<file path="src/rtl/eth_pkg.sv">
// Shared Ethernet definitions for the GMII transmit framer and the receive-side FCS checker.
package eth_pkg;

  typedef enum logic [2:0] {
    ST_IDLE,
    ST_PREAMBLE,
    ST_SFD,
    ST_DATA,
    ST_PAD,
    ST_FCS,
    ST_IFG,
    ST_DROP
  } tx_state_e;

  localparam logic [7:0]  ETH_PREAMBLE = 8'h55;
  localparam logic [7:0]  ETH_SFD      = 8'hD5;
  localparam logic [31:0] CRC32_POLY   = 32'hEDB88320;
  localparam logic [31:0] CRC32_INIT   = 32'hFFFFFFFF;

  // FCS is the inverted CRC register, transmitted least significant byte first.
  function automatic logic [7:0] fcs_byte(input logic [31:0] crc, input logic [1:0] idx);
    logic [31:0] fcs;
    fcs = ~crc;
    return fcs[{idx, 3'b000} +: 8];
  endfunction

endpackage

</file>
<file path="src/rtl/crc32_d8.sv">
// Combinational next-state of the reflected IEEE 802.3 CRC-32, one byte per call.
module crc32_d8
  import eth_pkg::*;
(
  input  logic [31:0] crc_i,
  input  logic [7:0]  data_i,
  output logic [31:0] crc_o
);

  logic [31:0] c;

  always_comb begin
    c = crc_i;
    for (int i = 0; i < 8; i++) begin
      c = (c >> 1) ^ (((c[0] ^ data_i[i]) == 1'b1) ? CRC32_POLY : 32'h0);
    end
    crc_o = c;
  end

endmodule

</file>
<file path="src/rtl/gmii_tx_framer.sv">
// GMII transmit framer: preamble/SFD insertion, short-frame padding, CRC-32 FCS and IFG.
module gmii_tx_framer
  import eth_pkg::*;
#(
  parameter int PREAMBLE_LEN = 7,
  parameter int MIN_FRAME    = 60,
  parameter int IFG_CYCLES   = 12
) (
  input  logic        gmii_tx_clk,
  input  logic        sys_rst_n,
  input  logic        tx_link_up,
  input  logic [7:0]  s_data,
  input  logic        s_valid,
  input  logic        s_last,
  output logic        s_ready,
  output logic [7:0]  gmii_txd,
  output logic        gmii_tx_en,
  output logic        gmii_tx_er,
  output logic        tx_busy,
  output logic        underrun,
  output logic [15:0] frame_cnt
);

  localparam logic [7:0]  PRE_LAST = 8'(PREAMBLE_LEN - 1);
  localparam logic [7:0]  IFG_LAST = 8'(IFG_CYCLES);
  localparam logic [10:0] MIN_LEN  = 11'(MIN_FRAME);

  tx_state_e   state_q, state_d;
  logic [10:0] byte_cnt_q, byte_cnt_d, byte_inc;
  logic [7:0]  aux_cnt_q, aux_cnt_d;
  logic [31:0] crc_q, crc_d, crc_next;
  logic [7:0]  crc_in;
  logic [15:0] frame_cnt_q, frame_cnt_d;
  logic [7:0]  txd_q, txd_d;
  logic        tx_en_q, tx_en_d;
  logic        tx_er_q, tx_er_d;
  logic        underrun_q, underrun_d;

  // Handshake: a byte transfers on a rising edge where s_valid && s_ready; s_ready is a pure
  // function of the state register, and once s_valid is raised in DATA it must stay high
  // through s_last (a gap aborts the frame).
  assign s_ready    = (state_q == ST_SFD) || (state_q == ST_DATA) || (state_q == ST_DROP);
  assign tx_busy    = (state_q != ST_IDLE);
  assign gmii_txd   = txd_q;
  assign gmii_tx_en = tx_en_q;
  assign gmii_tx_er = tx_er_q;
  assign underrun   = underrun_q;
  assign frame_cnt  = frame_cnt_q;

  assign byte_inc = (&byte_cnt_q) ? byte_cnt_q : byte_cnt_q + 11'd1;
  assign crc_in   = (state_q == ST_PAD) ? 8'h00 : s_data;

  crc32_d8 u_crc (
    .crc_i  (crc_q),
    .data_i (crc_in),
    .crc_o  (crc_next)
  );

  always_ff @(posedge gmii_tx_clk or negedge sys_rst_n) begin
    if (!sys_rst_n) state_q <= ST_IDLE;
    else            state_q <= state_d;
  end

  always_comb begin
    state_d = state_q;
    case (state_q)
      ST_IDLE:     if (s_valid && tx_link_up) state_d = ST_PREAMBLE;
      ST_PREAMBLE: if (aux_cnt_q == PRE_LAST) state_d = ST_SFD;
      ST_SFD, ST_DATA: begin
        if (!s_valid)    state_d = ST_DROP;
        else if (s_last) state_d = (byte_inc < MIN_LEN) ? ST_PAD : ST_FCS;
        else             state_d = ST_DATA;
      end
      ST_PAD:      if (byte_inc >= MIN_LEN) state_d = ST_FCS;
      ST_FCS:      if (aux_cnt_q == 8'd3) state_d = ST_IFG;
      ST_IFG:      if (aux_cnt_q == IFG_LAST) state_d = ST_IDLE;
      ST_DROP:     if (s_valid && s_last) state_d = ST_IFG;
      default:     state_d = ST_IDLE;
    endcase
  end

  // Counters and CRC; the IFG state lasts one extra cycle because the last FCS byte is
  // still on the registered outputs during its first cycle.
  always_comb begin
    aux_cnt_d   = (state_d != state_q) ? 8'd0 : aux_cnt_q + 8'd1;
    byte_cnt_d  = byte_cnt_q;
    crc_d       = crc_q;
    frame_cnt_d = frame_cnt_q;
    case (state_q)
      ST_IDLE: begin
        byte_cnt_d = 11'd0;
        crc_d      = CRC32_INIT;
      end
      ST_SFD, ST_DATA, ST_PAD: begin
        if (s_valid || (state_q == ST_PAD)) begin
          crc_d      = crc_next;
          byte_cnt_d = byte_inc;
        end
      end
      ST_FCS:  if (state_d == ST_IFG) frame_cnt_d = frame_cnt_q + 16'd1;
      default: ;
    endcase
  end

  always_comb begin
    txd_d      = 8'h00;
    tx_en_d    = 1'b0;
    tx_er_d    = 1'b0;
    underrun_d = 1'b0;
    case (state_q)
      ST_IDLE: begin
        if (s_valid && tx_link_up) begin
          txd_d   = ETH_PREAMBLE;
          tx_en_d = 1'b1;
        end
      end
      ST_PREAMBLE: begin
        tx_en_d = 1'b1;
        txd_d   = (aux_cnt_q == PRE_LAST) ? ETH_SFD : ETH_PREAMBLE;
      end
      ST_SFD, ST_DATA: begin
        tx_en_d = 1'b1;
        if (s_valid) begin
          txd_d = s_data;
        end else begin
          tx_er_d    = 1'b1;
          underrun_d = 1'b1;
        end
      end
      ST_PAD: tx_en_d = 1'b1;
      ST_FCS: begin
        tx_en_d = 1'b1;
        txd_d   = fcs_byte(crc_q, aux_cnt_q[1:0]);
      end
      default: ;
    endcase
  end

  always_ff @(posedge gmii_tx_clk or negedge sys_rst_n) begin
    if (!sys_rst_n) begin
      byte_cnt_q  <= 11'd0;
      aux_cnt_q   <= 8'd0;
      crc_q       <= CRC32_INIT;
      frame_cnt_q <= 16'd0;
      txd_q       <= 8'h00;
      tx_en_q     <= 1'b0;
      tx_er_q     <= 1'b0;
      underrun_q  <= 1'b0;
    end else begin
      byte_cnt_q  <= byte_cnt_d;
      aux_cnt_q   <= aux_cnt_d;
      crc_q       <= crc_d;
      frame_cnt_q <= frame_cnt_d;
      txd_q       <= txd_d;
      tx_en_q     <= tx_en_d;
      tx_er_q     <= tx_er_d;
      underrun_q  <= underrun_d;
    end
  end

endmodule

</file>
<file path="config.mk">
export PLATFORM = sky130hd
export DESIGN_NAME = gmii_tx_framer
export DESIGN_NICKNAME = d
export VERILOG_FILES = /design/src/rtl/eth_pkg.sv /design/src/rtl/crc32_d8.sv /design/src/rtl/gmii_tx_framer.sv
export SDC_FILE = /design/constraint.sdc
export NUM_CORES = 1
export LEC_CHECK = 0
export CORE_MARGIN = 3
export CORE_UTILIZATION = 50
export DETAILED_ROUTE_END_ITERATION = 10
export GPL_ROUTABILITY_DRIVEN = 0
export PLACE_DENSITY_LB_ADDON = 0.2
export SYNTH_ARGS = -nofsm -noshare
export SYNTH_HDL_FRONTEND = slang
export SYNTH_SLANG_ARGS = --single-unit
</file>
<file path="constraint.sdc">
create_clock -name gmii_tx_clk -period 6 [get_ports gmii_tx_clk]
set_clock_uncertainty 0.05 [all_clocks]
set_input_delay 1.2 -clock gmii_tx_clk [delete_from_list [all_inputs] [get_ports gmii_tx_clk]]
set_output_delay 1.2 -clock gmii_tx_clk [all_outputs]
set_load 0.005 [all_outputs]
</file>
## Word-level counts from Yosys, hierarchy flattened

Index checks and enable logic that the tools add are counted.

| cells by class | value |
|---|---|
| add/sub/neg operators | 3 |
| order comparisons | 2 |
| equality and inequality tests | 13 |
| shift operators | 1 |
| muxes and demuxes | 33 |
| bitwise operators | 17 |
| reductions and logical operators | 14 |

Operator list:

| kind | number |
|---|---|
| two-way mux 32 bit | 9 |
| bitwise XOR 31 x 32 -> 32 bit | 8 |
| case mux 32 bit (2 select lines) | 1 |
| two-way mux 8 bit | 4 |
| NOT 32 bit | 1 |
| case mux 8 bit (4 select lines) | 1 |
| indexed part select 32 x 6 -> 8 bit | 1 |
| two-way mux 3 bit | 8 |
| two-way mux 11 bit | 2 |
| case mux 11 bit (2 select lines) | 1 |
| case mux 3 bit (7 select lines) | 1 |
| adder 16 x 1 -> 16 bit, second input constant | 1 |
| == test 3 bit, second input constant | 5 |
| adder 11 x 1 -> 11 bit, second input constant | 1 |
| greater-or-equal comparator 11 x 6 -> 1 bit, second input constant | 1 |
| less-than comparator 11 x 6 -> 1 bit, second input constant | 1 |
| AND reduction 11 bit | 1 |
| adder 8 x 1 -> 8 bit, second input constant | 1 |
| == test 8 x 2 -> 1 bit, second input constant | 1 |
| == test 8 x 3 -> 1 bit, second input constant | 1 |
| == test 8 x 4 -> 1 bit, second input constant | 1 |
| bitwise XOR 1 bit | 8 |
| two-way mux 7 bit | 1 |
| == test 3 x 2 -> 1 bit, second input constant | 2 |
| 14 further kinds | 21 |

| word-level totals | value |
|---|---|
| register bits after elaboration | 80 |
| input port bits | 13 |
| output and inout port bits | 29 |

## Logic depth before layout (Yosys ltp)

| depth | value |
|---|---|
| word-level depth | 28 |
| mapped depth | 9 |
| mapped depth without buffers | 8 |

## Modules after synthesis

A second synthesis with hierarchy kept.

| unflattened totals | value |
|---|---|
| cells, all modules | 414 |
| area, all modules | 4865.9 sq um |

Modules (own cells, without submodules):

| module | instances | cells each | area an instance (sq um) |
|---|---|---|---|
| gmii_tx_framer | 1 | 348 | 3896.2 |
| crc32_d8 | 1 | 66 | 969.7 |

## Worst setup path before layout

No wires, ideal clock.

| timing path | value |
|---|---|
| path kind | input-to-reg |
| start | input s_data[1] |
| end | register crc_q[19] |
| setup time | 73 ps |
| arrival | 2683 ps |
| data required time | 5877 ps |
| setup slack | 3194 ps |
| cell stages on the path | 7 |
| cell sequence | clkbuf_2 > xnor2_1 > nor2_1 > xnor2_2 > xnor2_1 > xnor3_1 > a21oi_1 |

| on the way | value |
|---|---|
| longest elaborated chain between the ends | 14 |

RTL lines:

| item | line | source |
|---|---|---|
| start: declaration | gmii_tx_framer.sv:12 | `input logic [7:0] s_data,` |
| two-way mux 8 bit | gmii_tx_framer.sv:51 | `assign crc_in = (state_q == ST_PAD) ? 8'h00 : s_data;` |
| bitwise XOR 1 bit | crc32_d8.sv:15 | `c = (c >> 1) ^ (((c[0] ^ data_i[i]) == 1'b1) ? CRC32_POLY : 32'h0);` |
| two-way mux 32 bit | crc32_d8.sv:15 |  |
| bitwise XOR 31 x 32 -> 32 bit (6 in a row) | crc32_d8.sv:15 |  |
| bitwise XOR 1 bit | crc32_d8.sv:15 |  |
| two-way mux 32 bit | crc32_d8.sv:15 |  |
| bitwise XOR 31 x 32 -> 32 bit | crc32_d8.sv:15 |  |
| two-way mux 32 bit | gmii_tx_framer.sv:95 | `if (s_valid \|\| (state_q == ST_PAD)) begin` |
| case mux 32 bit (2 select lines) | gmii_tx_framer.sv:89 | `case (state_q)` |
| end signal: assignment | gmii_tx_framer.sv:152 | `crc_q <= crc_d;` |
| end: declaration | gmii_tx_framer.sv:31 | `logic [31:0] crc_q, crc_d, crc_next;` |

No other way between the ends. The select of a mux whose other input is x is not followed.
A chain may end at the register's enable or synchronous reset.

## Worst setup path after layout

| timing path | value |
|---|---|
| start | register state_q[1] |
| end | output tx_busy |

| on the way | value |
|---|---|
| longest elaborated chain between the ends | 1 |

RTL lines:

| item | line | source |
|---|---|---|
| start: declaration | gmii_tx_framer.sv:28 | `tx_state_e state_q, state_d;` |
| start signal: assignment | gmii_tx_framer.sv:61 | `else state_q <= state_d;` |
| nonzero test 3 bit | gmii_tx_framer.sv:43 | `assign tx_busy = (state_q != ST_IDLE);` |
| end: declaration | gmii_tx_framer.sv:19 | `output logic tx_busy,` |

No other way between the ends.

==> impl_metrics.ini <==
[status]
status = completed

[synthesis]
synth.top_cell.area_share_pct = 24.8
synth.distinct_cells = 55
netlist_instances = 484
synth_edf_count = 0
ys_top_cells_by_area = dfrtp_1, dfstp_2, xnor2_1
synth_seq_area_share_pct = 42.2
synth_seq_cells = 80
yosysWarnings = 0
synth.cell_area_mm2 = 0.00484
synthFlopType = dfrtp_1
synth_top_cell_by_area = dfrtp_1
syn-num-nets = 502
syn_area_per_cell_um2 = 9.99
async_flop_share_pct = 100

[finish]
syn2layout_area_growth_pct = 13.9
fin_nets = 534
drive_gt1_share_pct = 14.4
n_fill_cell = 811
n_antenna_cell = 0
final_cells = 650
final_cell_mix = nor2_1, xnor2_1, dfrtp_1, clkdlybuf4s50_1, xor2_1
final_common_cell = nor2_1

[power_and_ir_drop]
ir_drop_mv = 0.264
cellLeakagePower_nw = 2.15
powerDensity_mw_per_mm2 = 537

[sta]
timing.fmax_mhz = 284
final.setup.tns_ps = 0
rsz0062_at_grt = no
period_share_pct = 58.6
setup_violations = 0
worstMarginPinSlew_ps = 1000
hold_viol_final = 0
slew_violations = 0
slew_headroom_pct = 33.3
fin_crit_ps = 3520

[global_route]
grt_pass1_wl_mm = 17.5
grt-ovfl-total = 0
grt_pass1_vias = 3477
grtUsageTotal_pct = 19.8
grt_start_max_net_pins = 81
antenna_found_initial = 0

[floorplanning]
die_h_um = 104
dieArea_mm2 = 0.0109
initial_core_util_pct = 51.8
fp-row-count = 35
die_w_um = 104
ios = 42
core-area_mm2 = 0.00933

[critical_path]
cp_top_family = buffers and inverters
cp.required_ps = 4750
start_kind = register
arrival_ps = 2270
cpPeakStageDelay_ps = 600
cp_slowest_cell = dfrtp_1
path_buf_inv = 2
cp_cell_sequence = nor3_1, inv_1, clkdlybuf4s50_1
cp-end-kind = output port
crit_type = reg2out
path_max_fanout = 20

[clock_tree]
clk_latency_ps = 360
cts_tree = done
cts_inserted_buffers = 9
post_cts_resized = 0
cts.hold.buffers_added = 0
clkSinkCount = 80
htree_levels = 3
cts.path.max_buffers = 2
cts-root-buf = clkbuf_8
postCtsSetupBuffers = 0
cts.clk_slew.worst_paths_ps = 100

[placement]
dpl.hpwl_mm = 7.42
port-buffer-count = 41
dp.cells = 634

[detailed_routing]
routed_via_density = 5.54
wire_per_inst_um = 15.9
first_iter_violations = 200
vias = 3601
first_pass_iters = 5
drtAntennaViolNets = 0
drc_errors = 0
wl_mm = 10.4

[flow_run]
max_cap_violations = 0

[min_path]
min_path_type = reg2reg
## metal layers
| layer | vias to the layer above | routed length (µm) | GRT usage [%] |
|---|---|---|---|
| li1 | 1738 | - | - |
| met1 | 1778 | 4870 | 27.8 |
| met2 | 78 | 5050 | 32.0 |
| met3 | 7 | 373 | 3.04 |
| met4 | 0 | 68 | 5.51 |
| met5 | - | 0 | 0 |
## path summary, 6_finish.rpt
| path | endpoint | start | cells after the start | slack, ps |
|---|---|---|---|---|
| worst max-delay path | tx_busy | state_q[1] | 3 | 2480 |
| min in group asynchronous | aux_cnt_q[7] | sys_rst_n | 1 | 940 |
| max in group asynchronous | frame_cnt[0] | sys_rst_n | 1 | 4300 |
| worst min-delay path | frame_cnt[15] | frame_cnt[15] | 1 | 420 |
| worst min register to register | frame_cnt[15] | frame_cnt[15] | 1 | 420 |
| worst max register to register | crc_q[25] | state_q[1] | 6 | 3050 |
## sequential cells by signal, indices dropped and copies added (netlist names)
| register | flops |
|---|---|
| underrun | 1 |
| gmii_tx_en | 1 |
| crc_q | 32 |
| gmii_txd | 8 |
| state_q | 3 |
| aux_cnt_q | 8 |
| byte_cnt_q | 11 |
| frame_cnt | 16 |
## power by group
group	internal, W	switching (W)	leakage [nW]
clock	0.000152	0.000205	0.0789
combinational	0.000844	0.000833	1.09
sequential	0.000719	0.000203	0.977
total	0.00171	0.00124	2.15
## worst reg2reg max path: cells and delay by family (launching register included)
family | cells | cell delay, ps
flip-flops | 1 | 720
AND/OR/NAND/NOR | 4 | 1730
AO/OA/AOI/OAI | 1 | 90
buffers and inverters | 1 | 290
## through the flow
step	area [µm²]	setup slack, ps	util (%)	hold slack, ps	power [W]
6_report	5510	2480	59.0	423	0.00296
5_1_grt	5510	2310	59.0	450	0.00317
4_1_cts	5510	2460	59.0	430	0.00297
3_5_place_dp	5330	2240	57.2	416	0.00260
3_3_place_gp	5330	2330	57.2	405	0.00258
2_1_floorplan	4840	3190	-	415	0.00223
## final cells by class
type / instances / area (µm²) / area share, %
Timing Repair Buffer: 43 / 423 / 7.68
Tap cell: 129 / 161 / 2.93
Clock inverter: 6 / 45.0 / 0.818
Sequential cell: 80 / 2040 / 37.1
Clock buffer: 10 / 128 / 2.32
Inverter: 11 / 41.3 / 0.750
Multi-Input combinational cell: 371 / 2670 / 48.4
## kinds of logic after synthesis
family / Yosys count / share of synthesized area (%)
flops: 80 / 42.2
mux: 12 / 4.63
fa+ha+maj: 5 / 1.29
compound gates: 94 / 11.7
xor+xnor: 102 / 21.4
simple gates: 158 / 16.0
buf+inv: 33 / 2.77
## synthesized netlist by cell type (all sizes together) (2+ instances only)
master	n
ha	5
or4	4
nor4	3
o21ai	23
dfstp	32
o211ai	7
nor3	5
a211oi	2
and3	3
nand3b	3
o22a	7
a31oi	7
and2	3
nand3	20
xor3	2
mux2	3
a21oi	36
o22ai	2
buf	6
dfrtp	48
nor2	60
xnor2	53
nand2	34
o31ai	2
mux4	8
inv	11
clkbuf	16
nand4	8
xor2	44
nand2b	8
xnor3	3
(Power assumes the default switching activity.)
